### config.mk
export PLATFORM = sky130hd
export DESIGN_NAME = ps2_keyboard
export DESIGN_NICKNAME = d
export VERILOG_FILES = /design/src/rtl/ps2_keyboard_pkg.sv /design/src/rtl/ps2_keyboard_hex_to_7seg.sv /design/src/rtl/ps2_keyboard.sv
export SDC_FILE = /design/constraint.sdc
export NUM_CORES = 1
export LEC_CHECK = 0
export ABC_AREA = 1
export ABC_CLOCK_PERIOD_IN_PS = 1600
export BUFFER_PORTS_ARGS = -buffer_cell sky130_fd_sc_hd__buf_2
export CORE_MARGIN = 2
export CORE_UTILIZATION = 40
export DETAILED_ROUTE_END_ITERATION = 10
export GPL_ROUTABILITY_DRIVEN = 1
export GPL_TIMING_DRIVEN = 0
export HOLD_SLACK_MARGIN = 0.05
export REMOVE_ABC_BUFFERS = 1
export SKIP_CTS_REPAIR_TIMING = 1
export SLEW_MARGIN = 20
export SYNTH_ARGS = -nofsm -noshare
export SYNTH_HDL_FRONTEND = slang
export SYNTH_SLANG_ARGS = --single-unit
### constraint.sdc
create_clock -name clk -period 1.6 [get_ports clk]
set_input_delay 0.16 -clock clk [delete_from_list [all_inputs] [get_ports clk]]
set_output_delay 0.16 -clock clk [all_outputs]
set_load 0.01 [all_outputs]
### src/rtl/ps2_keyboard_pkg.sv
`default_nettype none
// +-----------------------------------------------------------------+
// | ps2_keyboard_pkg                                                |
// | Shared constants for the PS/2 keyboard receiver: segment        |
// | patterns, scan-code prefixes and the receiver state encoding.   |
// | Revision: 1.0                                                   |
// +-----------------------------------------------------------------+
package ps2_keyboard_pkg;

  // Active-high {g,f,e,d,c,b,a} patterns for 0..F; index 15 is leftmost
  localparam logic [15:0][6:0] SEG_TABLE = {
    7'h71, 7'h79, 7'h5E, 7'h39, 7'h7C, 7'h77, 7'h6F, 7'h7F,
    7'h07, 7'h7D, 7'h6D, 7'h66, 7'h4F, 7'h5B, 7'h06, 7'h3F
  };

  localparam logic [7:0] PREFIX_EXT   = 8'hE0;
  localparam logic [7:0] PREFIX_BREAK = 8'hF0;

  typedef enum logic [1:0] {
    ST_IDLE   = 2'd0,
    ST_DATA   = 2'd1,
    ST_PARITY = 2'd2,
    ST_STOP   = 2'd3
  } rx_state_t;

endpackage
`default_nettype wire

### src/rtl/ps2_keyboard_hex_to_7seg.sv
`default_nettype none
// +-----------------------------------------------------------------+
// | hex_to_7seg                                                     |
// | One hex nibble to an active-low seven-segment pattern.          |
// | Revision: 1.0                                                   |
// +-----------------------------------------------------------------+
module hex_to_7seg
  import ps2_keyboard_pkg::*;
(
  input  logic [3:0] hex,
  output logic [6:0] seg
);

  // Segments light when driven low, so invert the table entry
  assign seg = ~SEG_TABLE[hex];

endmodule
`default_nettype wire

### src/rtl/ps2_keyboard.sv
`default_nettype none
// +-----------------------------------------------------------------+
// | ps2_keyboard                                                    |
// | PS/2 device-to-host receiver with make/break/extended prefix    |
// | tracking and a four-digit hex seven-segment readout.            |
// | Revision: 1.0                                                   |
// +-----------------------------------------------------------------+
module ps2_keyboard
  import ps2_keyboard_pkg::*;
#(
  parameter int DEBOUNCE_CYCLES = 8,
  parameter int IDLE_TIMEOUT    = 4096
) (
  input  logic       clk,
  input  logic       rst_n,
  input  logic       ps2_clk,
  input  logic       ps2_data,
  output logic [6:0] byte_h_digit_h,
  output logic [6:0] byte_h_digit_l,
  output logic [6:0] byte_l_digit_h,
  output logic [6:0] byte_l_digit_l
);

  localparam int DB_W = $clog2(DEBOUNCE_CYCLES + 1);
  localparam int TO_W = $clog2(IDLE_TIMEOUT + 1);

  logic            clk_s1, clk_s2, data_s1, data_s2;
  logic            clk_db;
  logic [DB_W-1:0] db_cnt;
  logic            strobe;
  rx_state_t       state;
  logic [2:0]      bit_cnt;
  logic [7:0]      shift;
  logic            parity;
  logic [TO_W-1:0] to_cnt;
  logic [7:0]      pending;
  logic [15:0]     display;
  logic            byte_valid;

  // Two-flop synchronisers for both PS/2 lines; lines idle high
  always_ff @(posedge clk or negedge rst_n) begin
    if (!rst_n) begin
      clk_s1  <= 1'b1;
      clk_s2  <= 1'b1;
      data_s1 <= 1'b1;
      data_s2 <= 1'b1;
    end else begin
      clk_s1  <= ps2_clk;
      clk_s2  <= clk_s1;
      data_s1 <= ps2_data;
      data_s2 <= data_s1;
    end
  end

  // Debounce: accept a new clock level after enough identical samples;
  // the strobe marks the accepted high-to-low transition
  always_ff @(posedge clk or negedge rst_n) begin
    if (!rst_n) begin
      clk_db <= 1'b1;
      db_cnt <= '0;
      strobe <= 1'b0;
    end else begin
      strobe <= 1'b0;
      if (clk_s2 == clk_db) begin
        db_cnt <= '0;
      end else if (db_cnt == DB_W'(DEBOUNCE_CYCLES - 1)) begin
        db_cnt <= '0;
        clk_db <= clk_s2;
        strobe <= clk_db & ~clk_s2;
      end else begin
        db_cnt <= db_cnt + 1'b1;
      end
    end
  end

  // A byte is good when the stop bit is high and data plus parity has odd weight
  assign byte_valid = strobe && (state == ST_STOP) && data_s2 && (^{shift, parity});

  // Frame receiver with an idle watchdog that discards partial frames
  always_ff @(posedge clk or negedge rst_n) begin
    if (!rst_n) begin
      state   <= ST_IDLE;
      bit_cnt <= '0;
      shift   <= '0;
      parity  <= 1'b0;
      to_cnt  <= '0;
    end else begin
      if (strobe || state == ST_IDLE || !clk_db) begin
        to_cnt <= '0;
      end else begin
        to_cnt <= to_cnt + 1'b1;
      end

      if (strobe) begin
        case (state)
          ST_IDLE: begin
            if (!data_s2) begin
              state   <= ST_DATA;
              bit_cnt <= '0;
            end
          end
          ST_DATA: begin
            shift   <= {data_s2, shift[7:1]};
            bit_cnt <= bit_cnt + 3'd1;
            if (bit_cnt == 3'd7) state <= ST_PARITY;
          end
          ST_PARITY: begin
            parity <= data_s2;
            state  <= ST_STOP;
          end
          default: state <= ST_IDLE;
        endcase
      end else if (state != ST_IDLE && clk_db && to_cnt == TO_W'(IDLE_TIMEOUT - 1)) begin
        state   <= ST_IDLE;
        bit_cnt <= '0;
      end
    end
  end

  // Code tracker: prefixes are held until the following code byte arrives
  always_ff @(posedge clk or negedge rst_n) begin
    if (!rst_n) begin
      pending <= 8'h00;
      display <= 16'h0000;
    end else if (byte_valid) begin
      if (shift == PREFIX_EXT || shift == PREFIX_BREAK) begin
        pending <= shift;
      end else begin
        display <= {pending, shift};
        pending <= 8'h00;
      end
    end
  end

  hex_to_7seg u_hh (.hex(display[15:12]), .seg(byte_h_digit_h));
  hex_to_7seg u_hl (.hex(display[11:8]),  .seg(byte_h_digit_l));
  hex_to_7seg u_lh (.hex(display[7:4]),   .seg(byte_l_digit_h));
  hex_to_7seg u_ll (.hex(display[3:0]),   .seg(byte_l_digit_l));

endmodule
`default_nettype wire

==> Word-level counts from Yosys, hierarchy flattened <==
Memories as Yosys holds them, arrays and structs flattened.
Cells that the tools add are included.
{ "totals": {"regBits": 61, "latch_bits": 0, "mem_bits_rw": 0, "romBits": 448, "input_bits": 4, "out_inout_bits": 28, "word_cells": 83, "mem_count": 4} }
{ "classes": {"n_addsub": 3, "multipliers": 0, "div": 0, "magnitude_cmp": 4, "eq_ne": 12, "n_shift": 0, "muxes": 19, "bitwise_logic": 8, "reduce_logical": 19} }
{ "memory_table": {"columns": ["name", "words", "word_bits", "rd", "rd_clocked_by_memory_dff", "write_ports", "line_no", "rtl"], "rows": [
  ["(no name shown)", 16, 7, 1, 0, 0, "ps2_keyboard_hex_to_7seg.sv:15", "assign seg = ~SEG_TABLE[hex];"],
  ["(no name shown)", 16, 7, 1, 0, 0, "ps2_keyboard_hex_to_7seg.sv:15", null],
  ["(no name shown)", 16, 7, 1, 0, 0, "ps2_keyboard_hex_to_7seg.sv:15", null],
  ["(no name shown)", 16, 7, 1, 0, 0, "ps2_keyboard_hex_to_7seg.sv:15", null]
]} }
{ "ops": {"columns": ["op", "n"], "rows": [
  ["7-bit 2-to-1 mux", 4],
  ["7-bit NOT", 4],
  ["4-bit by 5-bit < comparator with 1-bit output, second input constant", 4],
  ["8-bit equality test, second input constant", 2],
  ["13-bit by 1-bit adder with 13-bit output, second input constant", 1],
  ["13-bit by 12-bit equality test with 1-bit output, second input constant", 1],
  ["13-bit 2-to-1 mux", 1],
  ["3-bit 2-to-1 mux", 3],
  ["9-bit XOR reduction", 1],
  ["2-bit 2-to-1 mux", 4],
  ["4-bit 2-to-1 mux", 2],
  ["8-bit 2-to-1 mux", 1],
  ["2-bit AND reduction", 4],
  ["3-bit inequality test, second input constant", 2],
  ["2-bit one-hot mux with 3 select lines", 1],
  ["3-bit one-hot mux with 2 select lines", 1],
  ["3-bit AND reduction", 2],
  ["1-bit logical AND", 5],
  ["4-bit by 1-bit adder with 4-bit output, second input constant", 1],
  ["2-bit equality test, second input constant", 2],
  ["4-bit by 3-bit equality test with 1-bit output, second input constant", 1],
  ["2-bit nonzero test", 2],
  ["3-bit by 1-bit adder with 3-bit output, second input constant", 1],
  ["3-bit equality test, second input constant", 1],
  ["other kinds (9)", 14]
]} }

==> Depth between registers and ports, before layout <==
{ "logic_depth": {"depth_word": 5, "depth_mapped": 13} }

==> By module <==
Synthesis repeated with hierarchy kept, for this count alone.
{ "unflattened": {"cells_unflattened": 517, "hier_area_um2": 3856.2} }
{ "modules_own_cells": {"columns": ["mod", "instances", "cells_each", "area_each_um2"], "rows": [
  ["ps2_keyboard", 1, 321, 2782.7],
  ["hex_to_7seg at u_lh ...", 2, 48, 261.5],
  ["hex_to_7seg at u_hl", 1, 50, 281.5],
  ["hex_to_7seg at u_hh", 1, 50, 269.0]
]} }

==> Least setup slack after synthesis <==
Ideal clock, no wire load.
{ "synth_path": {"path_type": "register -> register", "from": "reg to_cnt[0]", "to": "reg bit_cnt[0]", "arrival_ps": 1468, "t_required_ps": 1484, "slack_ps": 16, "path_stages_with_launch": 11, "path_buffers": 0, "synth_period_minus_slack_ps": 1584, "path_cell_list": "dfrtp_1 > ha_1 > nand3_1 > nor2_1 > nand2_1 > nor2_1 > nand3_1 > o21ai_2 > nand2_1 > nand2_1 > nand2_1"} }
{ "synth_between": {"elab_chain_len": 4} }
{ "synth_lines": {"columns": ["element", "line_no", "rtl"], "rows": [
  ["start: declaration", "ps2_keyboard.sv:35", "logic [TO_W-1:0] to_cnt;"],
  ["start signal: assignment", "ps2_keyboard.sv:91", "to_cnt <= to_cnt + 1'b1;"],
  ["13-bit by 12-bit equality test with 1-bit output", "ps2_keyboard.sv:113", "end else if (state != ST_IDLE && clk_db && to_cnt == TO_W'(IDLE_TIMEOUT - 1)) begin"],
  ["1-bit logical AND", "ps2_keyboard.sv:113", null],
  ["2-bit nonzero test (no line)", null, null],
  ["3-bit AND reduction (no line)", null, null],
  ["end signal: assignment", "ps2_keyboard.sv:104", "bit_cnt <= bit_cnt + 3'd1;"],
  ["end: declaration", "ps2_keyboard.sv:32", "logic [2:0] bit_cnt;"]
]} }
No other way between the ends.
A chain may end at the register's enable or synchronous reset.

==> Final worst setup path <==
{ "layout_path": {"from": "reg display[4]", "to": "out byte_l_digit_h[2]"} }
{ "layout_between": {"elab_chain_len": 3} }
{ "layout_lines": {"columns": ["element", "line_no", "rtl"], "rows": [
  ["start: declaration", "ps2_keyboard.sv:37", "logic [15:0] display;"],
  ["start signal: assignment", "ps2_keyboard.sv:129", "display <= {pending, shift};"],
  ["memory 16 x 7 bit", null, null],
  ["7-bit 2-to-1 mux (implied by the code)", "ps2_keyboard_hex_to_7seg.sv:15", null],
  ["7-bit NOT", "ps2_keyboard_hex_to_7seg.sv:15", null],
  ["end: declaration", "ps2_keyboard.sv:20", "output logic [6:0] byte_l_digit_h,"]
]} }
No other way between the ends. The select of a mux whose other input is x is not followed.

==> reports/metrics.cfg <==
[synthesis]
synthesis.area_um2=3640
synth.ff_latch_count=61
asyncSetResetFlopFracSynth_pct=100
syn_inst=471
synth_seq_area_share_pct=42.1
ys_dominant_reg_cell=sky130_fd_sc_hd__dfrtp_1
synth_enable_flop_cells=0
synth.yosys.warnings=0
synthesized_area_per_cell_um2=7.73
yosys.cell_types.count=37

[placed_design]
post-dp-hpwl_um=4740
global_placer_s_final_weighted_congestion=0.850
placed_cell_area_um2=3860
port_buffers=31

[drt]
count_of_antenna_violating_nets_left_after_detailed_routing=0
route.detailed.vias_per_inst=5.07
route.met3.wl_um=263
violation_count_after_the_first_detailed_route_iteration=86
drc=0
met2WireLength_um=4290
drt-pass1-iter-count=5
met1Wirelength_um=3580
top_layer=met4
detailed_route_wire_length_per_cell_um=12.5
routed_wl_um=8250
vias=3338

[worst_setup_path]
worstRegToRegCells=10
critical_path.startpoint_type=flip-flop
cp_data_required_time_ns=1.44
worstSetupEndpointType=primary output
critical_path_peak_fanout=4
critical_path_class=flip-flop to primary output
crit_arrival_ns=1.64

[clocking]
clock_path_buffers=2
clk_transition_reported_paths_ns=0.06
clk_latency_ns=0.34
cts_buffers=9
cts_htree_levels=3
clock-sinks=61
clock_tree_from_tritoncts=done
clockRootBuffer=sky130_fd_sc_hd__clkbuf_8

[cells_and_area]
insertedDiodeCount=0
drive_gt1_share_pct=37.4
design_area_um2=4990
mostFrequentLayoutCell=sky130_fd_sc_hd__nand2_1
nets=579
areaGrowthSynthToFinish_pct=37.0
filler_cell_count_in_the_final_layout=764
mostFrequentLayoutCells=sky130_fd_sc_hd__nand2_1, sky130_fd_sc_hd__inv_1, sky130_fd_sc_hd__dfrtp_1, sky130_fd_sc_hd__nor2_1, sky130_fd_sc_hd__buf_4

[floorplan]
floorplan.io_pins=32
num_rows=34
fp.coreArea_um2=8760
die_x_um=99.4
initial_utilization_pct=41.5
die_area_um2=9880
die_y_um=99.4

[sta]
final-setup-viol-count=24
finalCritPeriodShare_pct=113
period_minus_slack_ns=1.80
fin_hold_ws_ns=0.356
unrepaired_setup_endpoints_after_global_routing=yes
report.final.slew_viol_count=0
timing.final.hold_violations=0
max_clock_freq_mhz=555
fin_setup_tns_ns=-1.16
slew_headroom_pct=48.9
fin_worst_skew_ns=0.00726
timing.final.ws_setup_ns=-0.201
tightest_slew_ns=0.766

[hold_path]
hold_class=flip-flop to flip-flop
hold_path_depth=0

[global_routing]
wire_length_of_the_first_global_routing_pass_um=12200
grt_util_all_layers_pct=15.1
grt_start_max_net_pins=62
via_count_of_the_first_global_routing_pass=2912
antenna_found_initial=0
gr-total-overflow=0

[power_and_ir_drop]
pwr_density_cell_nw_per_um2=665
worst_ir_drop_vdd_mv=0.708
static_leak_uw=0.00229

[run_status]
status=complete, but fails checks
failed_checks=setup timing

[run]
cap_viol_max_count=0

## synth_stat cells (2+ instances only)
| cell | n | area, um^2 |
|---|---|---|
| sky130_fd_sc_hd__o211ai_1 | 3 | 22.5 |
| sky130_fd_sc_hd__nor2_1 | 46 | 173 |
| sky130_fd_sc_hd__xor2_1 | 2 | 17.5 |
| sky130_fd_sc_hd__o21ai_0 | 36 | 180 |
| sky130_fd_sc_hd__nand2_1 | 112 | 420 |
| sky130_fd_sc_hd__inv_1 | 66 | 248 |
| sky130_fd_sc_hd__clkinv_1 | 2 | 7.51 |
| sky130_fd_sc_hd__buf_6 | 2 | 22.5 |
| sky130_fd_sc_hd__nand4_1 | 16 | 100 |
| sky130_fd_sc_hd__o31ai_1 | 7 | 52.6 |
| sky130_fd_sc_hd__o21a_1 | 2 | 15.0 |
| sky130_fd_sc_hd__clkbuf_1 | 10 | 37.5 |
| sky130_fd_sc_hd__dfstp_2 | 5 | 131 |
| sky130_fd_sc_hd__nor3_1 | 5 | 25.0 |
| sky130_fd_sc_hd__dfrtp_1 | 56 | 1400 |
| sky130_fd_sc_hd__a21oi_1 | 23 | 115 |
| sky130_fd_sc_hd__nand3_1 | 30 | 150 |
| sky130_fd_sc_hd__ha_1 | 29 | 363 |
## critical path: stages (launching register included)
cell	delay (ns)
sky130_fd_sc_hd__dfrtp_2	0.45
sky130_fd_sc_hd__buf_4	0.15
sky130_fd_sc_hd__ha_2	0.20
sky130_fd_sc_hd__o31ai_1	0.29
sky130_fd_sc_hd__buf_2	0.21
## per-stage QoR
| step | power (uW) | instances | utilization (%) | setup WS [ns] |
|---|---|---|---|---|
| after floorplan | 1740 | 457 | - | -0.0574 |
| after global placement | 1790 | 596 | 44.0 | -0.490 |
| after detailed placement | 1800 | 596 | 44.0 | -0.488 |
| after CTS | 3360 | 612 | 46.6 | -0.493 |
| after global routing | 3470 | 659 | 56.9 | -0.242 |
| final | 3310 | 659 | 56.9 | -0.201 |
## cells by family after synthesis
group	after synthesis	synth area share, %
compound gates	78	12.1
xor+xnor	3	0.722
fa+ha+maj	29	9.97
buf+inv	83	9.11
flops	61	42.1
simple gates	217	25.9
## layout make-up
class                   instances  area, um^2  area share [%]
multi-input cells             332        2280            45.7
repair buffers                 73         512            10.3
well taps                     108         135            2.71
flip-flops and latches         61        1560            31.2
clock inverters                 4        70.1            1.41
inverters                      69         282            5.65
clock buffers                  12         155            3.11
## final timing paths
check	slack, ns	startpoint	end
setup / recovery	-0.20	display[4]$_DFFE_PN0P_	byte_l_digit_h[2]
hold / removal	0.36	data_s1$_DFF_PN1_	data_s2$_DFF_PN1_
setup reg to reg	-0.04	to_cnt[0]$_DFF_PN0_	bit_cnt[2]$_DFFE_PN0P_
hold reg to reg	0.36	data_s1$_DFF_PN1_	data_s2$_DFF_PN1_
max in group asynchronous	0.60	rst_n	display[6]$_DFFE_PN0P_
min in group asynchronous	0.44	rst_n	to_cnt[6]$_DFF_PN0_
## sequential cells by signal, summed over array words and instances (netlist names)
register / flops
display: 16
to_cnt: 13
pending: 8
shift: 8
db_cnt: 4
bit_cnt: 3
state: 2
clk_db: 1
clk_s1: 1
clk_s2: 1
data_s1: 1
data_s2: 1
parity: 1
strobe: 1
## routing by layer
metal  track usage (%)  up-vias
met5                 0        -
met4              5.69        0
met3              4.01       12
met2              26.7       60
met1              17.4     1574
li1                  -     1692
## where the power goes
group | total, uW | internal, uW | switching (uW)
Combinational | 143 | 53.1 | 90.1
Sequential | 1640 | 1600 | 34.9
Clock | 1530 | 957 | 578
Power figures use the tool's default switching activity.
